File: src/rtl/pwm_capture_pkg.sv
// Shared definitions for the PWM duty-capture block: state encoding, widths,
// the generator-compatible prescaler default and small saturation helpers.
package pwm_capture_pkg;

    // Widths of the reported duty and period values.
    localparam int DUTY_W   = 8;
    localparam int PERIOD_W = 9;

    // Prescaler terminal count shared with the PWM generator (3.9 us at 50 MHz).
    localparam logic [7:0]          SEGMENT_DEFAULT    = 8'd195;

    // Period saturation / no-edge timeout, in sample ticks.
    localparam logic [PERIOD_W-1:0] PERIOD_MAX_DEFAULT = 9'd511;

    // The high-tick counter always saturates at its full 9-bit range.
    localparam logic [PERIOD_W-1:0] HIGH_CNT_MAX       = 9'd511;

    // Largest reportable duty.
    localparam logic [DUTY_W-1:0]   DUTY_MAX           = 8'd255;

    // Capture states: SYNC waits for the first edge, MEASURE counts between
    // rising edges, STUCK holds the timeout report until the line moves again.
    typedef enum logic [1:0] {
        SYNC    = 2'd0,
        MEASURE = 2'd1,
        STUCK   = 2'd2
    } cap_state_t;

    // Add a single bit to a counter, pinning it at the given limit.
    function automatic logic [PERIOD_W-1:0] sat_add(
        input logic [PERIOD_W-1:0] value,
        input logic                inc,
        input logic [PERIOD_W-1:0] limit
    );
        if (value >= limit) begin
            return limit;
        end
        return value + {{(PERIOD_W-1){1'b0}}, inc};
    endfunction

    // Reduce a 9-bit high-tick count to the 8-bit duty scale.
    function automatic logic [DUTY_W-1:0] clamp_duty(input logic [PERIOD_W-1:0] value);
        if (value > {1'b0, DUTY_MAX}) begin
            return DUTY_MAX;
        end
        return value[DUTY_W-1:0];
    endfunction

endpackage

File: src/rtl/pwm_in_sampler.sv
// Input front end for pwm_duty_capture: 2-flop synchronizer, SEGMENT
// prescaler generating the sample tick, and rising-edge detection on the
// sampled level.
// Optional macro PWM_GLITCH_FILTER_EN: the sampled level becomes the majority
// of the last three raw samples, rejecting single-tick pulses of either polarity.
module pwm_in_sampler
    import pwm_capture_pkg::*;
#(
    parameter logic [7:0] SEGMENT = SEGMENT_DEFAULT
) (
    input  logic CLK,
    input  logic RST,
    input  logic PWM_In,
    output logic tick,
    output logic sample,
    output logic rise
);

    logic       sync_1;
    logic       sync_2;
    logic [7:0] c1;
    logic       prev_sample;

    // Two-flop synchronizer bringing the asynchronous PWM line into CLK.
    // NOTE: non-blocking assignments make sync_2 take the old sync_1, giving
    // the two distinct flop stages; blocking here would collapse them into one.
    always_ff @(posedge CLK) begin
        if (RST) begin
            sync_1 <= 1'b0;
            sync_2 <= 1'b0;
        end else begin
            sync_1 <= PWM_In;
            sync_2 <= sync_1;
        end
    end

    // Prescaler: counts 0..SEGMENT and wraps; the terminal cycle is the tick.
    always_ff @(posedge CLK) begin
        if (RST) begin
            c1 <= 8'd0;
        end else if (c1 == SEGMENT) begin
            c1 <= 8'd0;
        end else begin
            c1 <= c1 + 8'd1;
        end
    end

    assign tick = (c1 == SEGMENT);

`ifdef PWM_GLITCH_FILTER_EN
    // raw_hist[0] is the previous raw sample, raw_hist[1] the one before it.
    logic [1:0] raw_hist;

    // Raw-sample history for the 3-tick majority vote.
    always_ff @(posedge CLK) begin
        if (RST) begin
            raw_hist <= 2'b00;
        end else if (tick) begin
            raw_hist <= {raw_hist[0], sync_2};
        end
    end

    assign sample = (sync_2 & raw_hist[0]) |
                    (sync_2 & raw_hist[1]) |
                    (raw_hist[0] & raw_hist[1]);
`else
    assign sample = sync_2;
`endif

    // Previous sampled level, used for rising-edge detection on each tick.
    always_ff @(posedge CLK) begin
        if (RST) begin
            prev_sample <= 1'b0;
        end else if (tick) begin
            prev_sample <= sample;
        end
    end

    assign rise = tick & sample & ~prev_sample;

endmodule

File: src/rtl/pwm_duty_capture.sv
// PWM duty capture: measures an incoming PWM waveform on the generator's
// SEGMENT time base and reports duty (high ticks, 1/256 scale), period
// between rising edges, a one-CLK update strobe and a stuck-line flag.
// Optional macro PWM_GLITCH_FILTER_EN enables a 3-tick majority filter in
// the input sampler.
module pwm_duty_capture
    import pwm_capture_pkg::*;
#(
    parameter logic [7:0]          SEGMENT    = SEGMENT_DEFAULT,
    parameter logic [PERIOD_W-1:0] PERIOD_MAX = PERIOD_MAX_DEFAULT
) (
    input  logic                CLK,
    input  logic                RST,
    input  logic                PWM_In,
    output logic [DUTY_W-1:0]   Duty_Out,
    output logic [PERIOD_W-1:0] Period_Out,
    output logic                Valid_Out,
    output logic                Stuck_Out
);

    logic tick;
    logic sample;
    logic rise;

    cap_state_t          state;
    cap_state_t          state_nxt;
    logic [PERIOD_W-1:0] period_cnt;
    logic [PERIOD_W-1:0] period_cnt_nxt;
    logic [PERIOD_W-1:0] high_cnt;
    logic [PERIOD_W-1:0] high_cnt_nxt;
    logic [PERIOD_W-1:0] period_inc;
    logic [DUTY_W-1:0]   duty_nxt;
    logic [PERIOD_W-1:0] period_out_nxt;
    logic                valid_nxt;
    logic                stuck_nxt;

    pwm_in_sampler #(
        .SEGMENT (SEGMENT)
    ) u_sampler (
        .CLK    (CLK),
        .RST    (RST),
        .PWM_In (PWM_In),
        .tick   (tick),
        .sample (sample),
        .rise   (rise)
    );

    // State register.
    always_ff @(posedge CLK) begin
        if (RST) begin
            state <= SYNC;
        end else begin
            state <= state_nxt;
        end
    end

    // Next-state, counter and report logic; only tick cycles change anything.
    always_comb begin
        // NOTE: every target gets a hold/default value first so no path through
        // the case leaves it unassigned, which would otherwise infer a latch.
        state_nxt      = state;
        period_cnt_nxt = period_cnt;
        high_cnt_nxt   = high_cnt;
        duty_nxt       = Duty_Out;
        period_out_nxt = Period_Out;
        stuck_nxt      = Stuck_Out;
        valid_nxt      = 1'b0;
        period_inc     = sat_add(period_cnt, 1'b1, PERIOD_MAX);

        if (tick) begin
            unique case (state)
                SYNC: begin
                    // Counts before the first edge are meaningless; just arm.
                    if (rise) begin
                        period_cnt_nxt = {{(PERIOD_W-1){1'b0}}, 1'b1};
                        high_cnt_nxt   = {{(PERIOD_W-1){1'b0}}, 1'b1};
                        state_nxt      = MEASURE;
                    end
                end

                MEASURE: begin
                    if (rise) begin
                        // A full period just closed: publish it and restart.
                        duty_nxt       = clamp_duty(high_cnt);
                        period_out_nxt = period_cnt;
                        valid_nxt      = 1'b1;
                        period_cnt_nxt = {{(PERIOD_W-1){1'b0}}, 1'b1};
                        high_cnt_nxt   = {{(PERIOD_W-1){1'b0}}, 1'b1};
                    end else begin
                        period_cnt_nxt = period_inc;
                        high_cnt_nxt   = sat_add(high_cnt, sample, HIGH_CNT_MAX);
                        if (period_inc == PERIOD_MAX) begin
                            // No edge for the whole timeout: report the static level.
                            duty_nxt       = sample ? DUTY_MAX : '0;
                            period_out_nxt = PERIOD_MAX;
                            stuck_nxt      = 1'b1;
                            valid_nxt      = 1'b1;
                            state_nxt      = STUCK;
                        end
                    end
                end

                STUCK: begin
                    // The edge that ends a stuck condition starts a new period
                    // but there is no complete period to report yet.
                    if (rise) begin
                        stuck_nxt      = 1'b0;
                        period_cnt_nxt = {{(PERIOD_W-1){1'b0}}, 1'b1};
                        high_cnt_nxt   = {{(PERIOD_W-1){1'b0}}, 1'b1};
                        state_nxt      = MEASURE;
                    end
                end

                default: begin
                    state_nxt = SYNC;
                end
            endcase
        end
    end

    // Counter and output registers.
    always_ff @(posedge CLK) begin
        if (RST) begin
            period_cnt <= '0;
            high_cnt   <= '0;
            Duty_Out   <= '0;
            Period_Out <= '0;
            Valid_Out  <= 1'b0;
            Stuck_Out  <= 1'b0;
        end else begin
            period_cnt <= period_cnt_nxt;
            high_cnt   <= high_cnt_nxt;
            Duty_Out   <= duty_nxt;
            Period_Out <= period_out_nxt;
            Valid_Out  <= valid_nxt;
            Stuck_Out  <= stuck_nxt;
        end
    end

endmodule
File: config.mk
export PLATFORM = sky130hd
export DESIGN_NAME = pwm_duty_capture
export DESIGN_NICKNAME = d
export VERILOG_FILES = /design/src/rtl/pwm_capture_pkg.sv /design/src/rtl/pwm_in_sampler.sv /design/src/rtl/pwm_duty_capture.sv
export SDC_FILE = /design/constraint.sdc
export NUM_CORES = 1
export LEC_CHECK = 0
export CORE_MARGIN = 3
export CORE_UTILIZATION = 57
export CTS_CLUSTER_SIZE = 25
export DETAILED_ROUTE_END_ITERATION = 10
export GPL_TIMING_DRIVEN = 0
export PLACE_DENSITY = 0.79
export SLEW_MARGIN = 20
export SYNTH_ARGS = -nofsm -noshare
export SYNTH_HDL_FRONTEND = slang
export SYNTH_SLANG_ARGS = --single-unit
File: constraint.sdc
create_clock -name CLK -period 2.91 [get_ports CLK]
set_clock_uncertainty 0.2 [all_clocks]
set_input_delay 0.582 -clock CLK [delete_from_list [all_inputs] [get_ports CLK]]
set_output_delay 0.582 -clock CLK [all_outputs]
set_load 0.05 [all_outputs]
After elaboration in Yosys (flattened, before gate mapping) --
Index checks and enable logic that the tools add are counted.
Storage, ports and cells: ROM bits 0, latch bits 0, flip-flop bits (word level) 50, memory bits (writable) 0, memories kept 0
Operators by class: reduce and logical (&&, ||, !) cells 11, $add $sub $neg 3, bitwise logic cells 5, shifts and indexed selects 0, $mul 0, muxes and demuxes 35, $lt $le $gt $ge 3, equality and inequality tests 8, div/mod/pow operators 0
Operators by type and width (count):
- $mux 9 | 9
- $mux 8 | 5
- $pmux 9 s2 | 2
- $ge 9x9->1 const B | 2
- $mux 1 | 14
- $add 9x1->9 | 1
- $add 9x1->9 const B | 1
- $eq 9x9->1 const B | 1
- $gt 9x8->1 const B | 1
- $add 8x1->8 const B | 1
- $eq 8x8->1 const B | 1
- $mux 2 | 3
- $ne 2x2->1 const B | 3
- $reduce_and 3->1 | 2
- $reduce_bool 2->1 | 3
- $reduce_and 5->1 | 1
- $pmux 2 s2 | 1
- $reduce_and 4->1 | 1
- $reduce_or 2->1 | 2
- $not 1->1 | 3
- $reduce_or 3->1 | 1
- $and 1x1->1 | 2
- $eq 2x1->1 const B | 1
- $eq 2x2->1 const B | 1
- 3 further kinds | 3

Depth between registers and ports, before layout --
Gate-level depths: netlist (run 1).
word-level depth 9, gate-level depth with buffers 9, depth with buffers taken out 9

Modules after synthesis --
Synthesis (run 1) repeated with hierarchy kept, for this count alone.
Second synthesis, totals: cell total of the unflattened synthesis 283, area total of the unflattened synthesis 2313.5 µm²
By module, submodules not included:
- pwm_duty_capture | cells each 235, area an instance 1851.8 µm², instances 1, sequential area each 780.7 µm²
- pwm_in_sampler | cells each 48, area an instance 461.7 µm², instances 1, sequential area each 220.2 µm²

Worst setup path after synthesis (run 1) --
No wires, ideal clock.
path kind register -> register, start register period_cnt[0], end register Duty_Out[7], data arrival time 2.148 ns, library setup time 0.122 ns, path slack 0.441 ns, period minus slack after synthesis 2.469 ns, stages on the path, launching flop included 10, path buffers 0, cell sequence dfxtp_1 > ha_1 > and3_1 > nand3_1 > nor3_1 > ha_1 > nand2_1 > a2111oi_4 > nor4_2 > a221o_1
Between the ends: longest elaborated chain between the ends 6, elaborated cells on any way between the ends 7, classes of those cells 1 x add/sub; 1 x order compare; 1 x eq/ne; 2 x mux; 2 x reduce/logical
RTL lines:
- start, declared | RTL line pwm_duty_capture.sv:27 | logic [PERIOD_W-1:0] period_cnt;
- start signal, assigned | RTL line pwm_duty_capture.sv:131 | period_cnt <= period_cnt_nxt;
- $ge 9x9->1 | RTL line pwm_capture_pkg.sv:35 | if (value >= limit) begin
- $mux 1 | RTL line pwm_capture_pkg.sv:35
- $mux 9 * | RTL line pwm_capture_pkg.sv:38 | return value + {{(PERIOD_W-1){1'b0}}, inc};
- $eq 9x9->1 * | RTL line pwm_duty_capture.sv:92 | if (period_inc == PERIOD_MAX) begin
- $reduce_bool 2->1 (no line) *
- $reduce_and 3->1 (no line) *
- end signal, assigned | RTL line pwm_duty_capture.sv:133 | Duty_Out <= duty_nxt;
- end, declared | RTL line pwm_duty_capture.sv:15 | output logic [DUTY_W-1:0] Duty_Out,
Every way passes the cells marked *; elsewhere a longest branch is shown, timed or not. A chain may end at the register's enable or synchronous reset.

Worst setup path after layout (run 1) --
start register period_cnt[0], end register Duty_Out[5]
The elaborated chain is that of the path after synthesis.

==> out/results.txt, run 1 <==
top-area cell type share of the netlist area - 0.400
crit-path max FO - 9
WL final - 5830 um
Peak Freq - 358 MHz
Die H - 72.3 um
first-pass GRT wire length - 9540 um
vias in the first global route - 2056
RePlAce Congestion - 0.877
via count - 2316
worst r2r path cells - 10
Final period util - 0.959
1st-iter DRT viols - 208
fill count - 365
Avg Inst Size Synth - 8.26 um^2
row count - 23
CP endpoint kind - flip-flop
CTS Buf Count - 5
setup TNS - 0 ps
final hold vios - 0
Multi-input gate area - 1400 um^2
kind of critical path - flip-flop to flip-flop
total global-route track usage - 0.228
vias per cell - 6.06
Critical Path RT - 2910 ps
CTS Root Cell - clkbuf_8
Port-buffer cells - 20
Hold Crit Class - flip-flop to flip-flop
Hold Path Origin - u_sampler.sync_1
worst slew pin tran - 800 ps
antenna viol nets, final - 0
status - completed
Seq. cell area - 1010 um^2
Worst IR Drop VDD - 300 uV
LEAKAGE - 1.04 nW
warnings from Yosys - 0
wire per inst - 15.3 um
Post-synth EDFFs - 0
grt ovf - 0
die span in x - 72.3 um
RSZ-0062 raised after global routing - no
commonest non-fill, non-tap cell in the layout - dfxtp_1
Setup Viol. Count Final - 0
clock period minus worst slack - 2790 ps
library cells used by synthesis - 47
Post-Syn Area - 2500 um^2
Final Max Slew Viols - 0
r2r setup slk - 120 ps
Max transition margin - 0.462
H-tree depth - 2
worst r2r dst - Duty_Out[5]
Synth Instances - 303
Initial Utilization - 0.608
Clock Path Buffers - 2
Startpoint Class - flip-flop
Worst-path clk slew - 90 ps
worst r2r src - period_cnt[0]
Mapped Nets - 311
drt drc - 0
commonest cells after routing, fill and taps aside - dfxtp_1 (48), nor2_1 (34), a21oi_1 (27)
main area contributors after synthesis - dfxtp_1 (40%), a21oi_1 (5.4%), nor2_1 (5.2%)
router iterations before antenna repair - 5
power per cell area - 475 nW/um^2
Hold Path Depth - 1
area leader, netlist - dfxtp_1
Worst-Skew Late Latency - 300 ps
hpwl dp - 3950 um
Die Area - 5220 um^2
max-cap violation count - 0
synthesis-to-finish area growth - 16.2%
clock tree sinks - 50
Synth Register Bits - 50
CORE AREA - 4120 um^2
Main synth FF type - dfxtp_1
worst hold endpoint - u_sampler.sample
Total Nets Final - 339
antenna cells - 0
# IOs - 22
initial antenna violation count - 0
Final Util - 0.707
CTS tree - built
layout cells sized above 1 - 0.0813
largest net degree at the start of global routing - 16
ys async rst share - 0
crit path DAT - 2790 ps
register area share after synthesis - 0.400
==> cell families (layout without fill, tap and decap cells) <==
family	after synthesis	after routing	synth area share
buffers and inverters	29	58	0.0480
AOI/OAI and AO/OA	97	97	0.265
and+or+nand+nor	116	116	0.241
xor gates and xnor gates	6	6	0.0210
DFF	50	50	0.400
adders and majority gates	5	5	0.0250
==> worst max-delay path, stage by stage (launching register included) <==
cell       delay, ps
dfxtp_4          420
ha_1             220
and3_1           240
nand3_1          140
nor3_1           190
ha_1             280
nand2_1          130
a2111oi_4         60
buf_4            180
o211a_2          310
a221o_1          320
==> layout make-up <==
type	count	share of cell area
Buffer	14	0.0219
Tap cell	50	0.0215
Clock inverter	3	0.0138
Clock buffer	5	0.0237
Inverter	15	0.0194
Timing Repair Buffer	21	0.0714
Sequential cell	50	0.346
Multi-Input combinational cell	224	0.483
==> what timing repair did <==
item	CTS	global route
buffers inserted	1	0
hold buffers	0	0
pin swaps	1	0
endpoints found under the setup margin	17	18
gates resized for setup	3	4
endpoints found under the hold margin	0	0
cloned	0	0
==> synth_stat cells, types with 2 or more instances <==
| cell | count |
|---|---|
| a31oi_1 | 4 |
| a211oi_1 | 11 |
| o32ai_1 | 3 |
| clkbuf_4 | 2 |
| xor2_1 | 5 |
| nor3_1 | 5 |
| and3_1 | 7 |
| nand3_1 | 9 |
| nor2b_1 | 12 |
| or3_1 | 8 |
| a21oi_1 | 27 |
| nor2_1 | 35 |
| inv_1 | 15 |
| nand2_1 | 22 |
| dfxtp_1 | 50 |
| a221o_1 | 8 |
| nand4_1 | 4 |
| o2111ai_1 | 8 |
| clkbuf_1 | 10 |
| ha_1 | 5 |
| nand2b_1 | 2 |
| o21ai_0 | 26 |
==> stage by stage <==
stage	area, um^2	instances	hold slack (ps)	setup slack (ps)	total power [mW]
floorplan	2500	303	214	441	0.860
CTS	2900	382	249	69.2	1.39
finish	2910	382	247	118	1.38
global placement	2770	373	216	4.26	0.912
detailed placement	2770	373	228	-2.09	0.913
global route	2910	382	276	4.23	1.43
==> how the worst max path moves through the flow <==
stage             startpoint           to  slack, ps
3_5_place_dp   period_cnt[0]  Duty_Out[1]         -2
3_3_place_gp   period_cnt[0]  Duty_Out[6]          4
6_report       period_cnt[0]  Duty_Out[5]        120
5_1_grt        period_cnt[0]  Duty_Out[5]          4
2_1_floorplan  period_cnt[0]  Duty_Out[7]        440
4_1_cts        period_cnt[1]  Duty_Out[5]         70
==> layer usage <==
metal	share of wire	global-route usage	routed length (um)	vias to the layer above
li1	-	-	-	1166
met1	0.48	0.306	2780	1058
met2	0.46	0.362	2650	79
met3	0.050	0.0499	294	13
met4	0.017	0.0793	99	0
met5	0	0	0	-
==> sequential cells by signal (all words and copies together) (netlist names) <==
name / flops
u_sampler.sample: 1
Valid_Out: 1
u_sampler.c1: 8
u_sampler.prev_sample: 1
u_sampler.sync_1: 1
state: 2
period_cnt: 9
Stuck_Out: 1
high_cnt: 9
Period_Out: 9
Duty_Out: 8
==> report_power, final <==
part           switching, mW  internal (mW)  total, mW  leakage [nW]
logic                  0.110         0.0610      0.171         0.571
registers             0.0203          0.708      0.728         0.406
clock network          0.231          0.253      0.484        0.0579
Note: power is estimated with default switching activity, not from simulation.
==> run 2, diff against run 1 <==
CORE_ASPECT_RATIO = 0.8   (was not set)
==> run 2 against run 1 <==
Die area is essentially flat. Critical path depth is the same. Utilization rose by 1.8 points. Non-clock buffer count unchanged. Power shrank 4.2%. Worst setup slack improved by 65 ps. Routed wire length grew 0.89%. Clock-buffer cell count is 1 higher. Sequential share of layout area rose by 0.090 points. Register-to-register slack improved by 60 ps.
==> out/results.txt, run 2 (synthesis gave the netlist of run 1 again) <==
Max transition margin - 0.436
Highest Signal Layer - met4
WL final - 5880 um
Clock Path Buffers - 2
sw power - 0.365 mW
worst r2r src - period_cnt[0]
clock tree sinks - 50
Hold Crit Class - flip-flop to flip-flop
commonest cells after routing, fill and taps aside - dfxtp_1 (48), nor2_1 (34), a21oi_1 (27)
Comb pwr share - 0.129
worst hold endpoint - u_sampler.sample
CTS Buf Count - 5
Hold Path Depth - 1
CP endpoint kind - flip-flop
pre-CTS setup slack - 20.7 ps
routed length on met1 - 2880 um
CTS Root Cell - clkbuf_8
Design Area, Final - 2900 um^2
hold_buf cts - 0
vias in the first global route - 2115
Flop pwr share - 0.550
CP bufs+invs - 1
status - completed
biggest regs - Period_Out: 9 flops, high_cnt: 9 flops, period_cnt: 9 flops
final hold vios - 0
Placed Cells - 378
Worst path max stage delay - 420 ps
crit-path max FO - 9
kind of critical path - flip-flop to flip-flop
worst r2r path cells - 10
power per cell area - 456 nW/um^2
Die Area - 5230 um^2
row count - 20
CP max stage cell - dfxtp_4
fill count - 321
setup TNS - 0 ps
grt ovf - 0
total global-route track usage - 0.240
Worst IR Drop VDD - 369 uV
CTS tree - built
Final Max Slew Viols - 0
antenna cells - 0
Total Nets Final - 339
worst slew pin tran - 840 ps
final setup margin - 183 ps
Setup Viol. Count Final - 0
kind of cell adding the most delay to the critical path - compound AO/OA/AOI/OAI gates
router iterations before antenna repair - 5
Startpoint Class - flip-flop
final hold slack - 250 ps
crit path DAT - 2720 ps
Peak Freq - 367 MHz
RSZ-0062 raised after global routing - no
hpwl dp - 3980 um
Final period util - 0.937
max-cap violation count - 0
worst r2r dst - Duty_Out[6]
Initial Utilization - 0.625
Clock power frac - 0.322
LEAKAGE - 1.04 nW
met3 wire len - 346 um
layout cells sized above 1 - 0.0783
Sw Ratio - 0.275
RePlAce Congestion - 0.869
initial antenna violation count - 0
H-tree depth - 2
antenna viol nets, final - 0
Hold Path Origin - u_sampler.sync_1
Seq. cell area - 1010 um^2
die span in x - 80.1 um
largest net degree at the start of global routing - 16
wire per inst - 15.2 um
post-route insts no fill - 387
most frequent CP cell - ha_1
clock period minus worst slack - 2730 ps
1st-iter DRT viols - 241
r2r setup slk - 180 ps
Met2 Routed Length - 2570 um
Worst-path clk slew - 90 ps
P_int - 0.960 mW
Cell Chain, Critical Path - ha_1 > and3_1 > nand3_1 > nor3_1 > ha_1 > nand2_1 > a2111oi_4 > buf_4 > o211a_1 > a221o_1
Port-buffer cells - 20
# IOs - 22
via count - 2327
Multi-input gate area - 1400 um^2
post-route total power - 1.32 mW
Worst-Skew Late Latency - 310 ps
commonest non-fill, non-tap cell in the layout - dfxtp_1
Post-DP Area - 2770 um^2
first-pass GRT wire length - 9980 um
Critical Path RT - 2910 ps
vias per cell - 6.01
CORE AREA - 4000 um^2
Die H - 65.3 um
drt drc - 0
Final Util - 0.725
synthesis-to-finish area growth - 15.9%
## run 2: cell types whose count changed in the layout (fill, tap and decap cells not counted)
cell,delta
bufinv_16,-1
clkbuf_8,+1
clkinv_2,-1
clkinvlp_4,+1
o211a_1,+1
o211a_2,-1
## run 2: worst max path at each step
stage                       start            end  slack, ps  cells after the start
global placement    period_cnt[0]    Duty_Out[6]         20                      9
floorplan           period_cnt[0]    Duty_Out[7]        440                      9
global route        period_cnt[0]    Duty_Out[5]         40                     10
detailed placement  period_cnt[0]    Duty_Out[6]         20                      9
finish              period_cnt[0]    Duty_Out[6]        180                     10
CTS                 period_cnt[0]  Period_Out[8]         40                      9
## run 2: repair_timing
action | in CTS | in global routing
endpoints found under the setup margin | 2 | 26
pin swaps | 0 | 1
buffers inserted | 0 | 1
gates resized for setup | 1 | 5
## run 2: power by group through the flow
stage	sequential [mW]	clock (mW)	combinational [mW]
2_1_floorplan	0.810	0	0.0498
3_3_place_gp	0.744	0	0.168
3_5_place_dp	0.744	0	0.169
4_1_cts	0.729	0.434	0.171
5_1_grt	0.732	0.460	0.183
6_report	0.728	0.426	0.170
## run 2: final cells by class
class,instances,area share
flip-flops and latches,50,0.347
inverters,15,0.0194
repair buffers,21,0.0716
plain buffers,14,0.0220
well taps,55,0.0237
clock buffers,6,0.0285
clock inverters,2,0.00431
multi-input cells,224,0.484
## run 2: layer usage
metal  vias to the layer above  track usage
met4                         0       0.0759
li1                       1172            -
met2                        87        0.370
met3                         9       0.0425
met1                      1059        0.341
met5                         -            0
==> run 3, diff against run 2 <==
CORE_UTILIZATION = 59   (was 57)
CTS_BUF_LIST = sky130_fd_sc_hd__clkbuf_8   (was not set)
PLACE_DENSITY = 0.81   (was 0.79)
==> run 3 against run 2 <==
Clock-buffer cell count stayed put. Fmax is essentially flat. Routed wire length up 6.9%. Highest routed layer unchanged. Non-clock buffer count rose by 1. Utilization increased by 1.9 points.
==> out/results.txt, run 3 (synthesis gave the netlist of run 1 again) <==
hold_buf cts - 0
Die H - 64.3 um
Final period util - 0.938
CP endpoint kind - flip-flop
Placed Cells - 378
fill count - 318
crit path DAT - 2760 ps
row count - 20
# IOs - 22
biggest regs - Period_Out: 9 flops, high_cnt: 9 flops, period_cnt: 9 flops
die span in x - 78.8 um
max-cap violation count - 0
Critical Path RT - 2940 ps
Startpoint Class - flip-flop
synthesis-to-finish area growth - 16.7%
power per cell area - 451 nW/um^2
CTS tree - built
LEAKAGE - 1.06 nW
Worst-Skew Late Latency - 300 ps
commonest cells after routing, fill and taps aside - dfxtp_1 (48), nor2_1 (35), a21oi_1 (27)
CORE AREA - 3930 um^2
Initial Utilization - 0.637
total global-route track usage - 0.260
critical path startpoint - u_sampler.c1[0]
vias in the first global route - 2193
CTS Buf Count - 5
Worst IR Drop VDD - 363 uV
grt ovf - 0
Seq. cell area - 1010 um^2
crit-path max FO - 10
hpwl dp - 4200 um
H-tree depth - 2
vias per cell - 6.21
Hold Crit Class - flip-flop to flip-flop
final hold slack - 248 ps
Port-buffer cells - 20
commonest non-fill, non-tap cell in the layout - dfxtp_1
clock period minus worst slack - 2730 ps
CTS Root Cell - clkbuf_8
via count - 2409
Max transition margin - 0.447
antenna cells - 0
clock tree sinks - 50
Multi-input gate area - 1410 um^2
worst r2r path cells - 7
status - completed
first-pass GRT wire length - 10300 um
Die Area - 5070 um^2
Total Nets Final - 340
kind of critical path - flip-flop to flip-flop
1st-iter DRT viols - 292
drt drc - 0
antenna viol nets, final - 0
worst slew pin tran - 824 ps
RSZ-0062 raised after global routing - no
final hold vios - 0
RePlAce Congestion - 0.856
WL final - 6280 um
router iterations before antenna repair - 4
Hold Path Origin - u_sampler.sync_1
r2r setup slk - 180 ps
Peak Freq - 366 MHz
Final Max Slew Viols - 0
largest net degree at the start of global routing - 15
post-route insts no fill - 388
worst r2r src - u_sampler.c1[0]
wire per inst - 16.2 um
Worst-path clk slew - 90 ps
layout cells sized above 1 - 0.0811
Setup Viol. Count Final - 0
Hold Path Depth - 1
Clock Path Buffers - 2
initial antenna violation count - 0
[run 3: cell types whose count changed in the layout (fill, tap and decap cells not counted), sizes merged]
cell,delta
buf,+1
clkinvlp,-1
inv,+1
[run 3: per-stage QoR]
step                       util  power, mW  setup TNS, ps  area, um^2  worst slack, ps
after global placement    0.706      0.912              0        2770             17.4
after floorplan               -      0.860              0        2500              441
after global routing      0.744       1.36              0        2920             10.4
final                     0.744       1.32              0        2920              180
after CTS                 0.734       1.32              0        2880             22.1
after detailed placement  0.706      0.913           -144        2770            -24.0
[run 3: metal layers]
layer	vias up	global-route usage	part of all wire
met2	104	0.373	0.43
met5	-	0	0
li1	1170	-	-
met1	1121	0.365	0.48
met3	14	0.0718	0.075
met4	0	0.109	0.019
[run 3: critical path: stages, from the launching register on]
cell,delay (ps)
dfxtp_1,400
ha_1,270
and4bb_2,290
nand3_2,210
nor2_1,500
clkbuf_1,440
o21ai_0,170
a21oi_1,170
[run 3: worst paths after layout]
kind,endpoint
setup / recovery,high_cnt[7]
hold reg to reg,u_sampler.sample
hold / removal,u_sampler.sample
setup reg to reg,high_cnt[7]
[run 3: area by class of cell]
cell class | count | area share
clock buffer | 6 | 0.0283
timing repair buffer | 22 | 0.0779
tap | 55 | 0.0236
inverter | 15 | 0.0193
buffer | 14 | 0.0223
clock inverter | 2 | 0.00300
multi-input combinational | 224 | 0.481
sequential | 50 | 0.344
[run 3: repair_timing]
item,in CTS,in global routing
endpoints found under the setup margin,11,30
pin swaps,0,2
setup buffers,0,2
resized for setup,2,6
[run 3: where the power goes]
group	switching, mW	leakage, nW	internal, mW
Sequential	0.0210	0.406	0.708
Combinational	0.110	0.602	0.0608
Clock	0.228	0.0524	0.189
Total	0.359	1.06	0.957
